`config.mk`:
```
export PLATFORM = sky130hd
export DESIGN_NAME = conv_18_sdiv_seq_24s_8s_flat
export DESIGN_NICKNAME = d
export VERILOG_FILES = /design/src/rtl/conv_18_sdiv_seq_24s_8s_if.sv /design/src/rtl/conv_18_sdiv_seq_24s_8s.sv /design/src/flat_wrapper.sv
export SDC_FILE = /design/constraint.sdc
export NUM_CORES = 1
export LEC_CHECK = 0
export ABC_AREA = 1
export BUFFER_PORTS_ARGS = -buffer_cell sky130_fd_sc_hd__buf_2
export CORE_MARGIN = 3
export CORE_UTILIZATION = 64
export CTS_CLUSTER_SIZE = 40
export DETAILED_ROUTE_END_ITERATION = 7
export PLACE_DENSITY = 0.87
export SETUP_SLACK_MARGIN = 0.4
export SKIP_CTS_REPAIR_TIMING = 1
export SYNTH_ARGS = -nofsm -noshare
export SYNTH_HDL_FRONTEND = slang
export SYNTH_SLANG_ARGS = --single-unit
export TNS_END_PERCENT = 10
```
`constraint.sdc`:
```
create_clock -name ap_clk -period 4.5 [get_ports ap_clk]
set_input_delay 1.125 -clock ap_clk [delete_from_list [all_inputs] [get_ports ap_clk]]
set_output_delay 1.125 -clock ap_clk [all_outputs]
set_load 0.02 [all_outputs]
```
`src/rtl/conv_18_sdiv_seq_24s_8s_if.sv`:
```
// Block-level bundle for the conv_18 sequential signed divider.
// Latency: n/a (signal bundle only).
// Backpressure: none; ap_start is only honoured while ap_idle is high.
// Ports: ap_start/din0/din1 driven by the requester (master); ap_idle/ap_done/dout/rem/ovf/dbz
// driven by the divider (slave).
interface conv_18_sdiv_seq_24s_8s_if #(
  parameter int din0_WIDTH = 24,
  parameter int din1_WIDTH = 8,
  parameter int dout_WIDTH = 16
);
  logic                  ap_start;
  logic                  ap_idle;
  logic                  ap_done;
  logic [din0_WIDTH-1:0] din0;
  logic [din1_WIDTH-1:0] din1;
  logic [dout_WIDTH-1:0] dout;
  logic [din1_WIDTH-1:0] rem;
  logic                  ovf;
  logic                  dbz;

  modport master (
    output ap_start, din0, din1,
    input  ap_idle, ap_done, dout, rem, ovf, dbz
  );

  modport slave (
    input  ap_start, din0, din1,
    output ap_idle, ap_done, dout, rem, ovf, dbz
  );
endinterface

```
`src/rtl/conv_18_sdiv_seq_24s_8s.sv`:
```
// Sequential signed divider 24s/8s -> 16s quotient + 8s remainder, C truncation, saturating.
// Latency: start sampled at cycle T -> ap_done pulse at T+26 (24 CALC cycles + FIXUP + DONE).
// Backpressure: none; ap_start ignored while busy (no queuing), results hold until next FIXUP.
// Ports: ap_clk, ap_rst (async, active-high); bus (slave modport): ap_start, din0, din1 in;
// ap_idle, ap_done, dout, rem, ovf, dbz out.
module conv_18_sdiv_seq_24s_8s #(
  parameter int din0_WIDTH = 24,
  parameter int din1_WIDTH = 8,
  parameter int dout_WIDTH = 16
) (
  input logic                     ap_clk,
  input logic                     ap_rst,
  conv_18_sdiv_seq_24s_8s_if.slave bus
);

  localparam int W0 = din0_WIDTH;
  localparam int W1 = din1_WIDTH;
  localparam int WQ = dout_WIDTH;
  localparam int CW = $clog2(W0);

  localparam logic [CW-1:0] CNT_LAST  = CW'(W0 - 1);
  // Largest quotient magnitudes representable for each sign.
  localparam logic [W0-1:0] Q_POS_LIM = {{(W0-WQ+1){1'b0}}, {(WQ-1){1'b1}}};
  localparam logic [W0-1:0] Q_NEG_LIM = {{(W0-WQ){1'b0}}, 1'b1, {(WQ-1){1'b0}}};
  localparam logic [WQ-1:0] SAT_POS   = {1'b0, {(WQ-1){1'b1}}};
  localparam logic [WQ-1:0] SAT_NEG   = {1'b1, {(WQ-1){1'b0}}};

  typedef enum logic [1:0] {
    S_IDLE  = 2'd0,
    S_CALC  = 2'd1,
    S_FIXUP = 2'd2,
    S_DONE  = 2'd3
  } state_t;

  state_t         state_q, state_d;
  logic [CW-1:0]  cnt_q, cnt_d;
  // Dividend magnitude shifts out MSB-first while quotient bits shift in at the LSB,
  // so after W0 steps this register holds the quotient magnitude.
  logic [W0-1:0]  quo_q, quo_d;
  logic [W1-1:0]  dvs_q, dvs_d;
  // Stored remainder is always < divisor magnitude, so W1 bits suffice; the W1+1-bit
  // shifted value below is the working partial remainder.
  logic [W1-1:0]  pr_q, pr_d;
  logic           sn0_q, sn0_d;
  logic           sn1_q, sn1_d;
  logic [WQ-1:0]  dout_q, dout_d;
  logic [W1-1:0]  rem_q, rem_d;
  logic           ovf_q, ovf_d;
  logic           dbz_q, dbz_d;

  logic [W0-1:0]  din0_mag;
  logic [W1-1:0]  din1_mag;
  logic [W1:0]    pr_shift;
  logic           trial_ge;
  logic [W1-1:0]  trial_diff;
  logic           q_neg;
  logic [W1-1:0]  rmag;

  // Magnitudes; the most negative values map to 2^(W-1), which still fits unsigned.
  assign din0_mag = bus.din0[W0-1] ? (~bus.din0 + W0'(1)) : bus.din0;
  assign din1_mag = bus.din1[W1-1] ? (~bus.din1 + W1'(1)) : bus.din1;

  // Restoring step: bring in next dividend bit, subtract if it fits. Only the low W1
  // bits of the difference are kept; when trial_ge holds the result is below dvs_q.
  assign pr_shift   = {pr_q, quo_q[W0-1]};
  assign trial_ge   = (pr_shift >= {1'b0, dvs_q});
  assign trial_diff = pr_shift[W1-1:0] - dvs_q;

  assign q_neg = sn0_q ^ sn1_q;
  assign rmag  = pr_q;

  always_comb begin
    state_d = state_q;
    cnt_d   = cnt_q;
    quo_d   = quo_q;
    dvs_d   = dvs_q;
    pr_d    = pr_q;
    sn0_d   = sn0_q;
    sn1_d   = sn1_q;
    dout_d  = dout_q;
    rem_d   = rem_q;
    ovf_d   = ovf_q;
    dbz_d   = dbz_q;

    unique case (state_q)
      S_IDLE: begin
        if (bus.ap_start) begin
          quo_d   = din0_mag;
          dvs_d   = din1_mag;
          sn0_d   = bus.din0[W0-1];
          sn1_d   = bus.din1[W1-1];
          pr_d    = '0;
          cnt_d   = '0;
          state_d = S_CALC;
        end
      end

      S_CALC: begin
        pr_d  = trial_ge ? trial_diff : pr_shift[W1-1:0];
        quo_d = {quo_q[W0-2:0], trial_ge};
        cnt_d = cnt_q + CW'(1);
        if (cnt_q == CNT_LAST) begin
          state_d = S_FIXUP;
        end
      end

      S_FIXUP: begin
        if (dvs_q == '0) begin
          // Divide by zero: the CALC result is meaningless, report signed full scale.
          dout_d = sn0_q ? SAT_NEG : SAT_POS;
          rem_d  = '0;
          ovf_d  = 1'b0;
          dbz_d  = 1'b1;
        end else begin
          dbz_d = 1'b0;
          // Remainder follows the dividend sign (C truncation).
          rem_d = sn0_q ? (~rmag + W1'(1)) : rmag;
          if (q_neg) begin
            ovf_d  = (quo_q > Q_NEG_LIM);
            dout_d = ovf_d ? SAT_NEG : (~quo_q[WQ-1:0] + WQ'(1));
          end else begin
            ovf_d  = (quo_q > Q_POS_LIM);
            dout_d = ovf_d ? SAT_POS : quo_q[WQ-1:0];
          end
        end
        state_d = S_DONE;
      end

      S_DONE: begin
        state_d = S_IDLE;
      end

      default: begin
        state_d = S_IDLE;
      end
    endcase
  end

  always_ff @(posedge ap_clk or posedge ap_rst) begin
    if (ap_rst) begin
      state_q <= S_IDLE;
      cnt_q   <= '0;
      quo_q   <= '0;
      dvs_q   <= '0;
      pr_q    <= '0;
      sn0_q   <= 1'b0;
      sn1_q   <= 1'b0;
      dout_q  <= '0;
      rem_q   <= '0;
      ovf_q   <= 1'b0;
      dbz_q   <= 1'b0;
    end else begin
      state_q <= state_d;
      cnt_q   <= cnt_d;
      quo_q   <= quo_d;
      dvs_q   <= dvs_d;
      pr_q    <= pr_d;
      sn0_q   <= sn0_d;
      sn1_q   <= sn1_d;
      dout_q  <= dout_d;
      rem_q   <= rem_d;
      ovf_q   <= ovf_d;
      dbz_q   <= dbz_d;
    end
  end

  assign bus.ap_idle = (state_q == S_IDLE);
  assign bus.ap_done = (state_q == S_DONE);
  assign bus.dout    = dout_q;
  assign bus.rem     = rem_q;
  assign bus.ovf     = ovf_q;
  assign bus.dbz     = dbz_q;

endmodule
```
`src/flat_wrapper.sv`:
```
// flat-port wrapper written by rule: the top's interface ports become plain ports
module conv_18_sdiv_seq_24s_8s_flat 
#(
  parameter int din0_WIDTH = 24,
  parameter int din1_WIDTH = 8,
  parameter int dout_WIDTH = 16
)
  (ap_clk, ap_rst, bus_ap_start, bus_din0, bus_din1, bus_ap_idle, bus_ap_done, bus_dout, bus_rem, bus_ovf, bus_dbz);
  conv_18_sdiv_seq_24s_8s_if #(.din0_WIDTH(din0_WIDTH), .din1_WIDTH(din1_WIDTH), .dout_WIDTH(dout_WIDTH)) bus_i ();
  input logic ap_clk;
  input logic ap_rst;
  input wire logic [$bits(bus_i.ap_start)-1:0] bus_ap_start;
  input wire logic [$bits(bus_i.din0)-1:0] bus_din0;
  input wire logic [$bits(bus_i.din1)-1:0] bus_din1;
  output wire logic [$bits(bus_i.ap_idle)-1:0] bus_ap_idle;
  output wire logic [$bits(bus_i.ap_done)-1:0] bus_ap_done;
  output wire logic [$bits(bus_i.dout)-1:0] bus_dout;
  output wire logic [$bits(bus_i.rem)-1:0] bus_rem;
  output wire logic [$bits(bus_i.ovf)-1:0] bus_ovf;
  output wire logic [$bits(bus_i.dbz)-1:0] bus_dbz;
  assign bus_i.ap_start = bus_ap_start;
  assign bus_i.din0 = bus_din0;
  assign bus_i.din1 = bus_din1;
  assign bus_ap_idle = bus_i.ap_idle;
  assign bus_ap_done = bus_i.ap_done;
  assign bus_dout = bus_i.dout;
  assign bus_rem = bus_i.rem;
  assign bus_ovf = bus_i.ovf;
  assign bus_dbz = bus_i.dbz;
  conv_18_sdiv_seq_24s_8s #(.din0_WIDTH(din0_WIDTH), .din1_WIDTH(din1_WIDTH), .dout_WIDTH(dout_WIDTH)) u_core (.ap_clk(ap_clk), .ap_rst(ap_rst), .bus(bus_i));
endmodule
```
# --- Yosys cells after proc, flatten, opt, wreduce, memory -nomap -nowiden ---
# Index checks and enable logic that the tools add are counted.
word_totals:
  latch_bits: 0
  reg_bits: 75
  mem_bits_rw: 0
  mem_bits_ro: 0
  n_memories: 0
  out_inout_bits: 28
  word_cells: 59
classes:
  n_eq_ne: 6
  magnitude_cmp: 3
  mul: 0
  shift: 0
  n_addsub: 6
  reduce_logical: 6
  mux: 22
  n_bitwise: 5
  div: 0
op_table:
  columns: ["operator", "count"]
  rows:
  - ["$mux W16", 5]
  - ["$mux W24", 2]
  - ["$pmux W24 S2", 1]
  - ["$mux W8", 5]
  - ["$add A24 B1 Y24 const B", 1]
  - ["$gt A24 B15 Y1 const B", 1]
  - ["$gt A24 B16 Y1 const B", 1]
  - ["$not A24 Y24", 1]
  - ["$add A16 B1 Y16 const B", 1]
  - ["$add A8 B1 Y8 const B", 2]
  - ["$not A16 Y16", 1]
  - ["$not A8 Y8", 2]
  - ["$pmux W8 S2", 1]
  - ["$pmux W5 S2", 1]
  - ["$ge A9 B8 Y1", 1]
  - ["$logic_not A8 Y1", 1]
  - ["$pmux W2 S4", 1]
  - ["$sub A8 B8 Y8", 1]
  - ["$reduce_and A2 Y1", 3]
  - ["$add A5 B1 Y5 const B", 1]
  - ["$eq A5 B5 Y1 const B", 1]
  - ["$mux W5", 1]
  - ["$eq A2 B2 Y1 const B", 2]
  - ["$mux W2", 2]
  - ["other kinds (7)", 9]

# --- Depth between registers and ports, before layout ---
# Gate-level depths: netlist of run 1.
logic_depth:
  word_depth: 5
  depth_mapped: 12
  depth_no_buf: 12

# --- Least setup slack after synthesis of run 1 ---
# Ideal clock, no wire load.
synth_path:
  kind: "input to register"
  startpoint: "input port bus_din0[4]"
  endpoint: "register u_core.quo_q[20]"
  cell_stages: 9
  arrival_ns: 2.055
  setup_time_ns: 0.116
  path_buffers: 0
  slack_ns: 2.328
  required_time_ns: 4.384
  cell_sequence: "or2_2 -> nor2_4 -> nand3_1 -> nand2_1 -> nand2_1 -> nand2_1 -> nand3_1 -> nand2_1 -> nand2_1"
synth_via:
  elab_chain_cells: 5
synth_rtl:
  columns: ["element", "line", "rtl"]
  rows:
  - ["start: declaration", "flat_wrapper.sv:13", "input wire logic [$bits(bus_i.din0)-1:0] bus_din0;"]
  - ["$not A24 Y24", "conv_18_sdiv_seq_24s_8s.sv:60", "assign din0_mag = bus.din0[W0-1] ? (~bus.din0 + W0'(1)) : bus.din0;"]
  - ["$add A24 B1 Y24", "conv_18_sdiv_seq_24s_8s.sv:60", null]
  - ["$mux W24", "conv_18_sdiv_seq_24s_8s.sv:60", null]
  - ["$mux W24", "conv_18_sdiv_seq_24s_8s.sv:87", "if (bus.ap_start) begin"]
  - ["$pmux W24 S2", "conv_18_sdiv_seq_24s_8s.sv:85", "unique case (state_q)"]
  - ["end signal: assignment", "conv_18_sdiv_seq_24s_8s.sv:155", "quo_q <= quo_d;"]
  - ["end: declaration", "conv_18_sdiv_seq_24s_8s.sv:39", "logic [W0-1:0] quo_q, quo_d;"]
# No other way between the ends. The select of a mux whose other input is x is not followed.
# A chain may end at the register's enable or synchronous reset.

# --- Worst setup path after layout of run 1 ---
layout_path:
  startpoint: "register u_core.state_q[1]"
  endpoint: "register u_core.cnt_q[3]"
layout_via:
  elab_chain_cells: 3
  word_cells_on_any_way: 6
layout_rtl:
  columns: ["element", "line", "rtl"]
  rows:
  - ["start: declaration", "conv_18_sdiv_seq_24s_8s.sv:35", "state_t state_q, state_d;"]
  - ["start signal: assignment", "conv_18_sdiv_seq_24s_8s.sv:153", "state_q <= state_d;"]
  - ["$eq A2 B1 Y1 or $logic_not A2 Y1 (tied branches)", "conv_18_sdiv_seq_24s_8s.sv:85", null]
  - ["$reduce_bool A2 Y1 (no line) or $ne A2 B2 Y1 (tied branches)", null, null]
  - ["$reduce_and A2 Y1 (no line)", null, null]
  - ["end signal: assignment", "conv_18_sdiv_seq_24s_8s.sv:154", "cnt_q <= cnt_d;"]
  - ["end: declaration", "conv_18_sdiv_seq_24s_8s.sv:36", "logic [CW-1:0] cnt_q, cnt_d;"]
# Several ways; a longest one is shown, not always the timed one.

==> results of run 1 <==
## power breakdown
group	switching [mW]	internal [mW]	total [mW]
Combinational	1.70	0.874	2.57
Clock	0.289	0.266	0.555
Sequential	0.263	0.994	1.26
Total	2.25	2.13	4.38
## synthesized netlist by cell type, drive strengths merged
cell and n:
buf 9, clkinv 1, or2 4, nor3 3
a21o 2, a22o 1, fa 1, nand2 248
nand3b 2, o22ai 2, nand4 9, nor2 80
a21boi 1, xnor2 4, clkbuf 14, inv 89
o21ai 85, a211oi 1, nand3 67, o41ai 1
dfrtp 75, a31oi 1, a21oi 41, o211ai 3
nor4 1, ha 17, a22oi 1, xor2 18
## cell families after synthesis
logic type / count (synthesis) / share of synthesized area, %
flops: 75 / 35.94
xor+xnor: 22 / 3.833
buf+inv: 113 / 8.457
fa+ha+maj: 18 / 4.456
simple gates: 414 / 33.25
compound gates: 139 / 14.06
## sequential cells by signal, indices dropped and copies added, names as in the netlist, 2 cells and up
register         cells
u_core.bus.dout     16
u_core.quo_q        24
u_core.dvs_q         8
u_core.pr_q          8
u_core.cnt_q         5
u_core.bus.rem       8
u_core.state_q       2
## layer usage
| layer | GRT usage, % | vias to the layer above | wire length [um] |
|---|---|---|---|
| met5 | 0 | - | 0 |
| met4 | 12.27 | 0 | 378 |
| met3 | 5.160 | 39 | 829 |
| met2 | 48.13 | 185 | 5987 |
| met1 | 38.03 | 2469 | 5623 |
| li1 | - | 2617 | - |
## path summary, 6_finish.rpt
path	startpoint	endpoint	slack [ns]	cells past startpoint
max	u_core.state_q[1]$_DFFE_PP0P_	u_core.cnt_q[3]$_DFFE_PP0P_	1.74	7
min	u_core.bus.rem[5]$_DFFE_PP0P_	u_core.bus.rem[5]$_DFFE_PP0P_	0.49	2
max reg2reg	u_core.state_q[1]$_DFFE_PP0P_	u_core.cnt_q[3]$_DFFE_PP0P_	1.74	7
min reg2reg	u_core.bus.rem[5]$_DFFE_PP0P_	u_core.bus.rem[5]$_DFFE_PP0P_	0.49	2
max in group asynchronous	ap_rst	u_core.quo_q[18]$_DFFE_PP0P_	2.58	3
min in group asynchronous	ap_rst	u_core.bus.rem[4]$_DFFE_PP0P_	0.91	2
## area by class of cell
cell class	count	area [sq um]	share of cell area [%]
Multi-Input combinational cell	593	2904	50.18
Sequential cell	75	1877	32.43
Inverter	90	337.8	5.838
Timing Repair Buffer	65	332.8	5.751
Tap cell	102	127.6	2.205
Clock buffer	9	123.9	2.141
Clock inverter	7	83.83	1.449
## tightest hold or removal path, stage by stage, from the launching register on
cell and delay [ns]:
sky130_fd_sc_hd__dfrtp_1 0.35, sky130_fd_sc_hd__nand2_1 0.05, sky130_fd_sc_hd__o21ai_0 0.06
==> metrics.log, run 1 <==
[metrics] power density of the placed cells: 757.4 nW/um^2
[metrics] Netlist Area Pre-Place: 5223 sq um
[metrics] via count of the first global-routing pass: 5001
[metrics] syn_nets: 834
[metrics] number of clock sinks: 75
[metrics] initial antenna violation count: 0
[metrics] Die W: 96.34 um
[metrics] DP HPWL: 9618 um
[metrics] TritonRoute pass-1 iters: 5
[metrics] IO Port Bufs: 62
[metrics] number of endpoints failing setup at the final stage: 0
[metrics] placed instance area: 5579 sq um
[metrics] Detailed Route Iter0 Violations: 462
[metrics] upper clock frequency limit: 362.9 MHz
[metrics] worst slack at placement: 1.775 ns
[metrics] Clk pin slew, worst setup/hold paths: 0.09 ns
[metrics] RSZ-0062 raised after global routing: no
[metrics] Initial Utilization: 66.89%
[metrics] grt ovf: 0
[metrics] Final Critical Period: 2.755 ns
[metrics] commonest non-fill, non-tap cell in the layout: sky130_fd_sc_hd__nand2_1
[metrics] result of the run: finished clean
[metrics] leading cell types by total area after synthesis: sky130_fd_sc_hd__dfrtp_1, sky130_fd_sc_hd__nand2_1, sky130_fd_sc_hd__o21ai_0, sky130_fd_sc_hd__inv_1, sky130_fd_sc_hd__nand3_1
[metrics] Floorplan Core Area: 7807 sq um
[metrics] Max-cap violations: 0
[metrics] cell accounting for the most synthesized area: sky130_fd_sc_hd__dfrtp_1
[metrics] maximum number of pins on one net before global-route repair: 40
[metrics] count of vias placed by the detailed router: 5310
[metrics] Root Driver: sky130_fd_sc_hd__clkbuf_8
[metrics] critical path start-end classification: register to register
[metrics] Distinct cells, synth: 40
[metrics] final total negative setup slack: 0 ns
[metrics] Ports: 63
[metrics] floorplan die height: 96.34 um
[metrics] Placement Rows: 32
[metrics] Final Hold Vio Count: 0
[metrics] slew at the pin with the worst max-slew slack: 0.9497 ns
[metrics] via density per instance: 5.643
[metrics] area overhead of the layout relative to synthesis: 10.80%
[metrics] Layout Nets: 887
[metrics] share of the yosys chip area belonging to registers: 35.94%
[metrics] overall fraction of global-route tracks in use: 29.27%
[metrics] cts bufs inserted: 9
[metrics] Critical Path Source Type: register
[metrics] final weighted congestion in routability-driven placement: 0.9347
[metrics] DRC violations left: 0
[metrics] average wire length per cell after detail routing: 13.62 um
[metrics] most used cells in the layout excluding fill and tap cells: sky130_fd_sc_hd__nand2_1, sky130_fd_sc_hd__inv_1, sky130_fd_sc_hd__dfrtp_1
[metrics] share of the cycle needed by the critical path after routing: 61.23%
[metrics] Total Die Area: 9280 sq um
[metrics] top cell family by delay on the critical path: adder cells
[metrics] max-slew violations: 0
[metrics] post-route non-filler standard cell count: 941
[metrics] static leakage power: 3.117 nW
[metrics] maximum single-stage delay on the critical path: 0.79 ns
[metrics] insertion delay of the later-clocked pin in the worst-skew pair: 0.35 ns
[metrics] H-tree depth reported by CTS: 3
[metrics] number of nets with antenna violations after detailed routing: 0
[metrics] average cell area after synthesis: 6.687 sq um
[metrics] global-route wire length before repair: 21560 um
[metrics] maximum clock insertion buffer count: 2
[metrics] overall power of the completed layout: 4.383 mW
[metrics] final core utilization: 74.12%
[metrics] total wire length: 12820 um
[metrics] final setup skew: 0.009954 ns
[metrics] gate count of the mapped netlist: 781
[metrics] worst path bufs/invs: 2
[metrics] Slowest-stage cell, CP: sky130_fd_sc_hd__ha_1
[metrics] Top cell by count, worst path: sky130_fd_sc_hd__inv_1
[metrics] CTS tree: yes
[metrics] required time of the critical path: 4.78 ns
[metrics] setup slack after layout: 1.745 ns
[metrics] cell-by-cell listing of the critical path: inv_1 -> ha_1 -> o21ai_2 -> inv_1 -> nand4_1 -> xor2_1 -> a21oi_1
[metrics] highest net fanout along the worst path: 27
[metrics] element type at the critical path end: register
[metrics] Cell Count Post-Placement: 925
[metrics] yosys warns: 0
[metrics] fraction of layout cells with a size suffix above 1: 12.28%
[metrics] # fillers: 631
[metrics] cell area after layout: 5787 sq um
[metrics] max_slew headroom: 36.68%
[metrics] class of the tightest hold or removal check: register to register
[metrics] antenna cell count: 0
[metrics] data arrival time at the worst-slack endpoint: 3.03 ns
[metrics] Peak VDD IR: 0.5442 mV
[metrics] fraction of synthesized cell area taken by the top area cell type: 35.94%
[metrics] worst hold slack: 0.4918 ns
[metrics] post-synthesis sequential element count: 75
(Power assumes the default switching activity.)
==> run 2: changes to the inputs <==
Settings changed: ABC_AREA 1 to 0, CORE_UTILIZATION 64 to 53, PLACE_DENSITY 0.87 to 0.77.
Clock period 4.5 ns to 2.4 ns, I/O delays scaled along.
==> metrics.log, run 2 <==
[metrics] Peak VDD IR: 0.6875 mV (+26%)
[metrics] most frequent cells after synthesis: sky130_fd_sc_hd__dfrtp_1, sky130_fd_sc_hd__nand2_1, sky130_fd_sc_hd__o21ai_0, sky130_fd_sc_hd__inv_1, sky130_fd_sc_hd__nor2_1
[metrics] primary flip-flop cell chosen by synthesis mapping: sky130_fd_sc_hd__dfrtp_1
[metrics] data arrival time at the worst-slack endpoint: 2.60 ns (-0.43 ns)
[metrics] via density per instance: 5.890 (+4.4%)
[metrics] initial antenna violation count: 0 (unchanged)
[metrics] Slowest-stage cell, CP: sky130_fd_sc_hd__fa_1
[metrics] commonest non-fill, non-tap cell in the layout: sky130_fd_sc_hd__dfrtp_1
[metrics] top cell family by delay on the critical path: compound AO/OA/AOI/OAI gates
[metrics] antenna cell count: 0 (unchanged)
[metrics] final weighted congestion in routability-driven placement: 0.8999 (-3.7%)
[metrics] Top cell by count, worst path: sky130_fd_sc_hd__inv_1
[metrics] number of endpoints failing setup at the final stage: 0 (unchanged)
[metrics] share of the yosys chip area belonging to registers: 38.80% (+2.9 points)
[metrics] H-tree depth reported by CTS: 3 (unchanged)
[metrics] total wire length: 12260 um (-4.3%)
[metrics] result of the run: finished clean
[metrics] overall fraction of global-route tracks in use: 23.15% (-6.1 points)
[metrics] cell area after layout: 5878 sq um (+1.6%)
[metrics] fraction of synthesized cell area taken by the top area cell type: 38.80% (+2.9 points)
[metrics] Placement Rows: 34 (+6.3%)
[metrics] most used cells in the layout excluding fill and tap cells: sky130_fd_sc_hd__dfrtp_1, sky130_fd_sc_hd__buf_2, sky130_fd_sc_hd__nand2_1
[metrics] worst setup slack for register-to-register paths: 0.07 ns (-1.68 ns)
[metrics] final total negative setup slack: 0 ns (unchanged)
[metrics] count of vias placed by the detailed router: 4541 (-14%)
[metrics] maximum number of pins on one net before global-route repair: 34 (-15%)
[metrics] fraction of layout cells with a size suffix above 1: 23.68% (+11 points)
[metrics] upper clock frequency limit: 428.9 MHz (+18%)
[metrics] Async SR Flop Fraction: 100.0% (unchanged)
[metrics] Floorplan Core Area: 8806 sq um (+13%)
[metrics] post-synthesis sequential element count: 75 (unchanged)
[metrics] static leakage power: 2.652 nW (-15%)
[metrics] share of the cycle needed by the critical path after routing: 97.15% (+36 points)
[metrics] worst slack at placement: -0.2811 ns (-2.056 ns)
[metrics] sequential cell area in the final layout: 1879 sq um (+0.13%)
[metrics] DP HPWL: 8844 um (-8.1%)
[metrics] average cell area after synthesis: 8.531 sq um (+28%)
[metrics] class of the tightest hold or removal check: input pin to async pin
[metrics] required time of the critical path: 2.67 ns (-2.11 ns)
[metrics] Total Die Area: 10310 sq um (+11%)
[metrics] via count of the first global-routing pass: 4070 (-19%)
[metrics] cts bufs inserted: 9 (unchanged)
[metrics] number of nets with antenna violations after detailed routing: 0 (unchanged)
[metrics] power density of the placed cells: 1403 nW/um^2 (+85%)
[metrics] setup slack after layout: 0.06847 ns (-1.676 ns)
[metrics] Final Critical Period: 2.332 ns (-0.4240 ns)
[metrics] DRC violations left: 0 (unchanged)
[metrics] area overhead of the layout relative to synthesis: 21.52%
[metrics] max-slew violations: 0 (unchanged)
[metrics] # fillers: 693 (+9.8%)
[metrics] most frequently used cell type in the post-synthesis netlist: sky130_fd_sc_hd__dfrtp_1
[metrics] floorplan die height: 101.5 um (+5.4%)
[metrics] endpoint of the lowest-slack register-to-register path: u_core.pr_q[6]$_DFFE_PP0P_
[metrics] Root Driver: sky130_fd_sc_hd__clkbuf_8
[metrics] global-route wire length before repair: 19330 um (-10%)
[metrics] Detailed Route Iter0 Violations: 270 (-42%)
[metrics] Multi-input gate area: 2841 sq um (-2.2%)
[metrics] Critical Path Source Type: register
[metrics] element type at the critical path end: register
[metrics] insertion delay of the later-clocked pin in the worst-skew pair: 0.35 ns (about the same)
[metrics] TritonRoute pass-1 iters: 4 (-1)
[metrics] cell-by-cell listing of the critical path: inv_1 -> ha_1 -> inv_1 -> fa_1 -> a211oi_1 -> o21bai_1 -> a21oi_1 -> xnor2_1 -> mux2i_1 -> o21ai_0
[metrics] Reg with most FFs: u_core.quo_q
[metrics] flip-flop count of the largest register after layout: 24 (unchanged)
[metrics] Netlist Area Pre-Place: 4837 sq um (-7.4%)
[metrics] CTS tree: yes
[metrics] slew at the pin with the worst max-slew slack: 0.5558 ns (-0.3940 ns)
[metrics] leading cell types by total area after synthesis: sky130_fd_sc_hd__dfrtp_1, sky130_fd_sc_hd__xor2_1, sky130_fd_sc_hd__o21ai_0, sky130_fd_sc_hd__nand2_1, sky130_fd_sc_hd__ha_1
[metrics] grt ovf: 0 (unchanged)
[metrics] Clk pin slew, worst setup/hold paths: 0.08 ns (about the same)
[metrics] average wire length per cell after detail routing: 15.91 um (+17%)
[metrics] highest net fanout along the worst path: 3 (-89%)
[metrics] Die W: 101.5 um (+5.4%)
[metrics] number of enable-type register cells in the synthesized netlist: 0 (unchanged)
[metrics] critical register-to-register path startpoint: u_core.quo_q[23]$_DFFE_PP0P_
[metrics] Max-cap violations: 0 (unchanged)
[metrics] yosys warns: 0 (unchanged)
[metrics] worst path bufs/invs: 2 (unchanged)
[metrics] gate count of the mapped netlist: 567 (-27%)
[metrics] Initial Utilization: 54.93% (-12 points)
[metrics] final setup skew: 0.01060 ns (+0.0006427 ns)
[metrics] cell accounting for the most synthesized area: sky130_fd_sc_hd__dfrtp_1
[metrics] Ports: 63 (unchanged)
[metrics] Final Hold Vio Count: 0 (unchanged)
[metrics] IO Port Bufs: 62 (unchanged)
[metrics] number of cells on the worst reg-to-reg path: 10 (+3)
[metrics] max_slew headroom: 62.87% (+26 points)
[metrics] syn_nets: 620 (-26%)
[metrics] RSZ-0062 raised after global routing: yes
[metrics] maximum single-stage delay on the critical path: 0.42 ns (-0.37 ns)
[metrics] placed instance area: 5517 sq um (-1.1%)
[metrics] Layout Nets: 711 (-20%)
[metrics] maximum clock insertion buffer count: 2 (unchanged)
[metrics] Distinct cells, synth: 56 (+40%)
[metrics] critical path start-end classification: register to register
[metrics] number of clock sinks: 75 (unchanged)
## run 2: changes by cell type in the layout (fill, tap and decap cells not counted), sizes merged, moves of 12 or more
cell and delta:
o31ai +12, inv -50, xor2 +14, a21oi -12, nor2 -40, nand2 -189
o21ai -23, or3 +13, o22ai +15, o221ai +12, buf +42, nand3 -51
## run 2: worst max path at each step
stage	from	to	slack [ns]	cells past startpoint
2_1_floorplan	bus_din0[6]	u_core.quo_q[21]$_DFFE_PP0P_	-0.11	6
3_3_place_gp	bus_din0[6]	u_core.quo_q[21]$_DFFE_PP0P_	-0.25	7
3_5_place_dp	bus_din0[6]	u_core.quo_q[21]$_DFFE_PP0P_	-0.28	7
4_1_cts	bus_din0[6]	u_core.quo_q[21]$_DFFE_PP0P_	0.07	7
5_1_grt	u_core.quo_q[23]$_DFFE_PP0P_	u_core.pr_q[6]$_DFFE_PP0P_	-0.009	10
6_report	u_core.quo_q[23]$_DFFE_PP0P_	u_core.pr_q[6]$_DFFE_PP0P_	0.07	10
## run 2: cell type report
| type | instances | share of cell area [%] |
|---|---|---|
| Multi-Input combinational cell | 421 | 48.34 |
| Sequential cell | 75 | 31.97 |
| Timing Repair Buffer | 108 | 11.43 |
| Inverter | 43 | 2.810 |
| Tap cell | 108 | 2.299 |
| Clock buffer | 11 | 2.235 |
| Clock inverter | 5 | 0.9153 |
## run 2: through the flow
stage	total power [mW]	utilization [%]	hold WS (ns)	instances
2_1_floorplan	5.540	-	0.4717	567
3_3_place_gp	6.650	62.65	0.4818	752
3_5_place_dp	6.848	62.65	0.4916	752
4_1_cts	7.798	64.75	0.3207	768
5_1_grt	8.889	66.75	0.3427	771
6_report	8.247	66.75	0.2984	771
## run 2: metal layers
layer | global-route usage, % | wire length [um] | vias up
met3 | 4.270 | 847 | 31
met2 | 34.96 | 5504 | 206
met1 | 34.04 | 5642 | 2102
met4 | 6.748 | 268 | 0
li1 | - | - | 2202
met5 | 0 | 0 | -
## run 2: cells by family (layout without fill, tap and decap cells)
| family | Yosys count | in the layout | share of synthesized area, % |
|---|---|---|---|
| and+or+nand+nor | 185 | 185 | 19.12 |
| AOI/OAI and AO/OA | 160 | 160 | 20.90 |
| DFF | 75 | 75 | 38.80 |
| buffers and inverters | 71 | 167 | 5.509 |
| xor gates and xnor gates | 46 | 46 | 8.329 |
| adders and majority gates | 18 | 18 | 4.811 |
| muxes | 12 | 12 | 2.535 |
## run 2: worst reg2reg max path, delay by kind of cell, from the launching register on
family                     cells  cell delay (ns)
xor gates and xnor gates       1             0.14
adders and majority gates      2             0.59
muxes                          1             0.09
DFF                            1             0.41
buffers and inverters          2             0.16
AOI/OAI and AO/OA              4             0.87
## run 2: report_power, final
part | total (mW) | switching (mW) | leakage [nW] | internal [mW]
combinational | 4.82 | 2.80 | 1.64 | 2.02
sequential | 2.49 | 0.618 | 0.917 | 1.87
clock | 0.938 | 0.460 | 0.0971 | 0.478
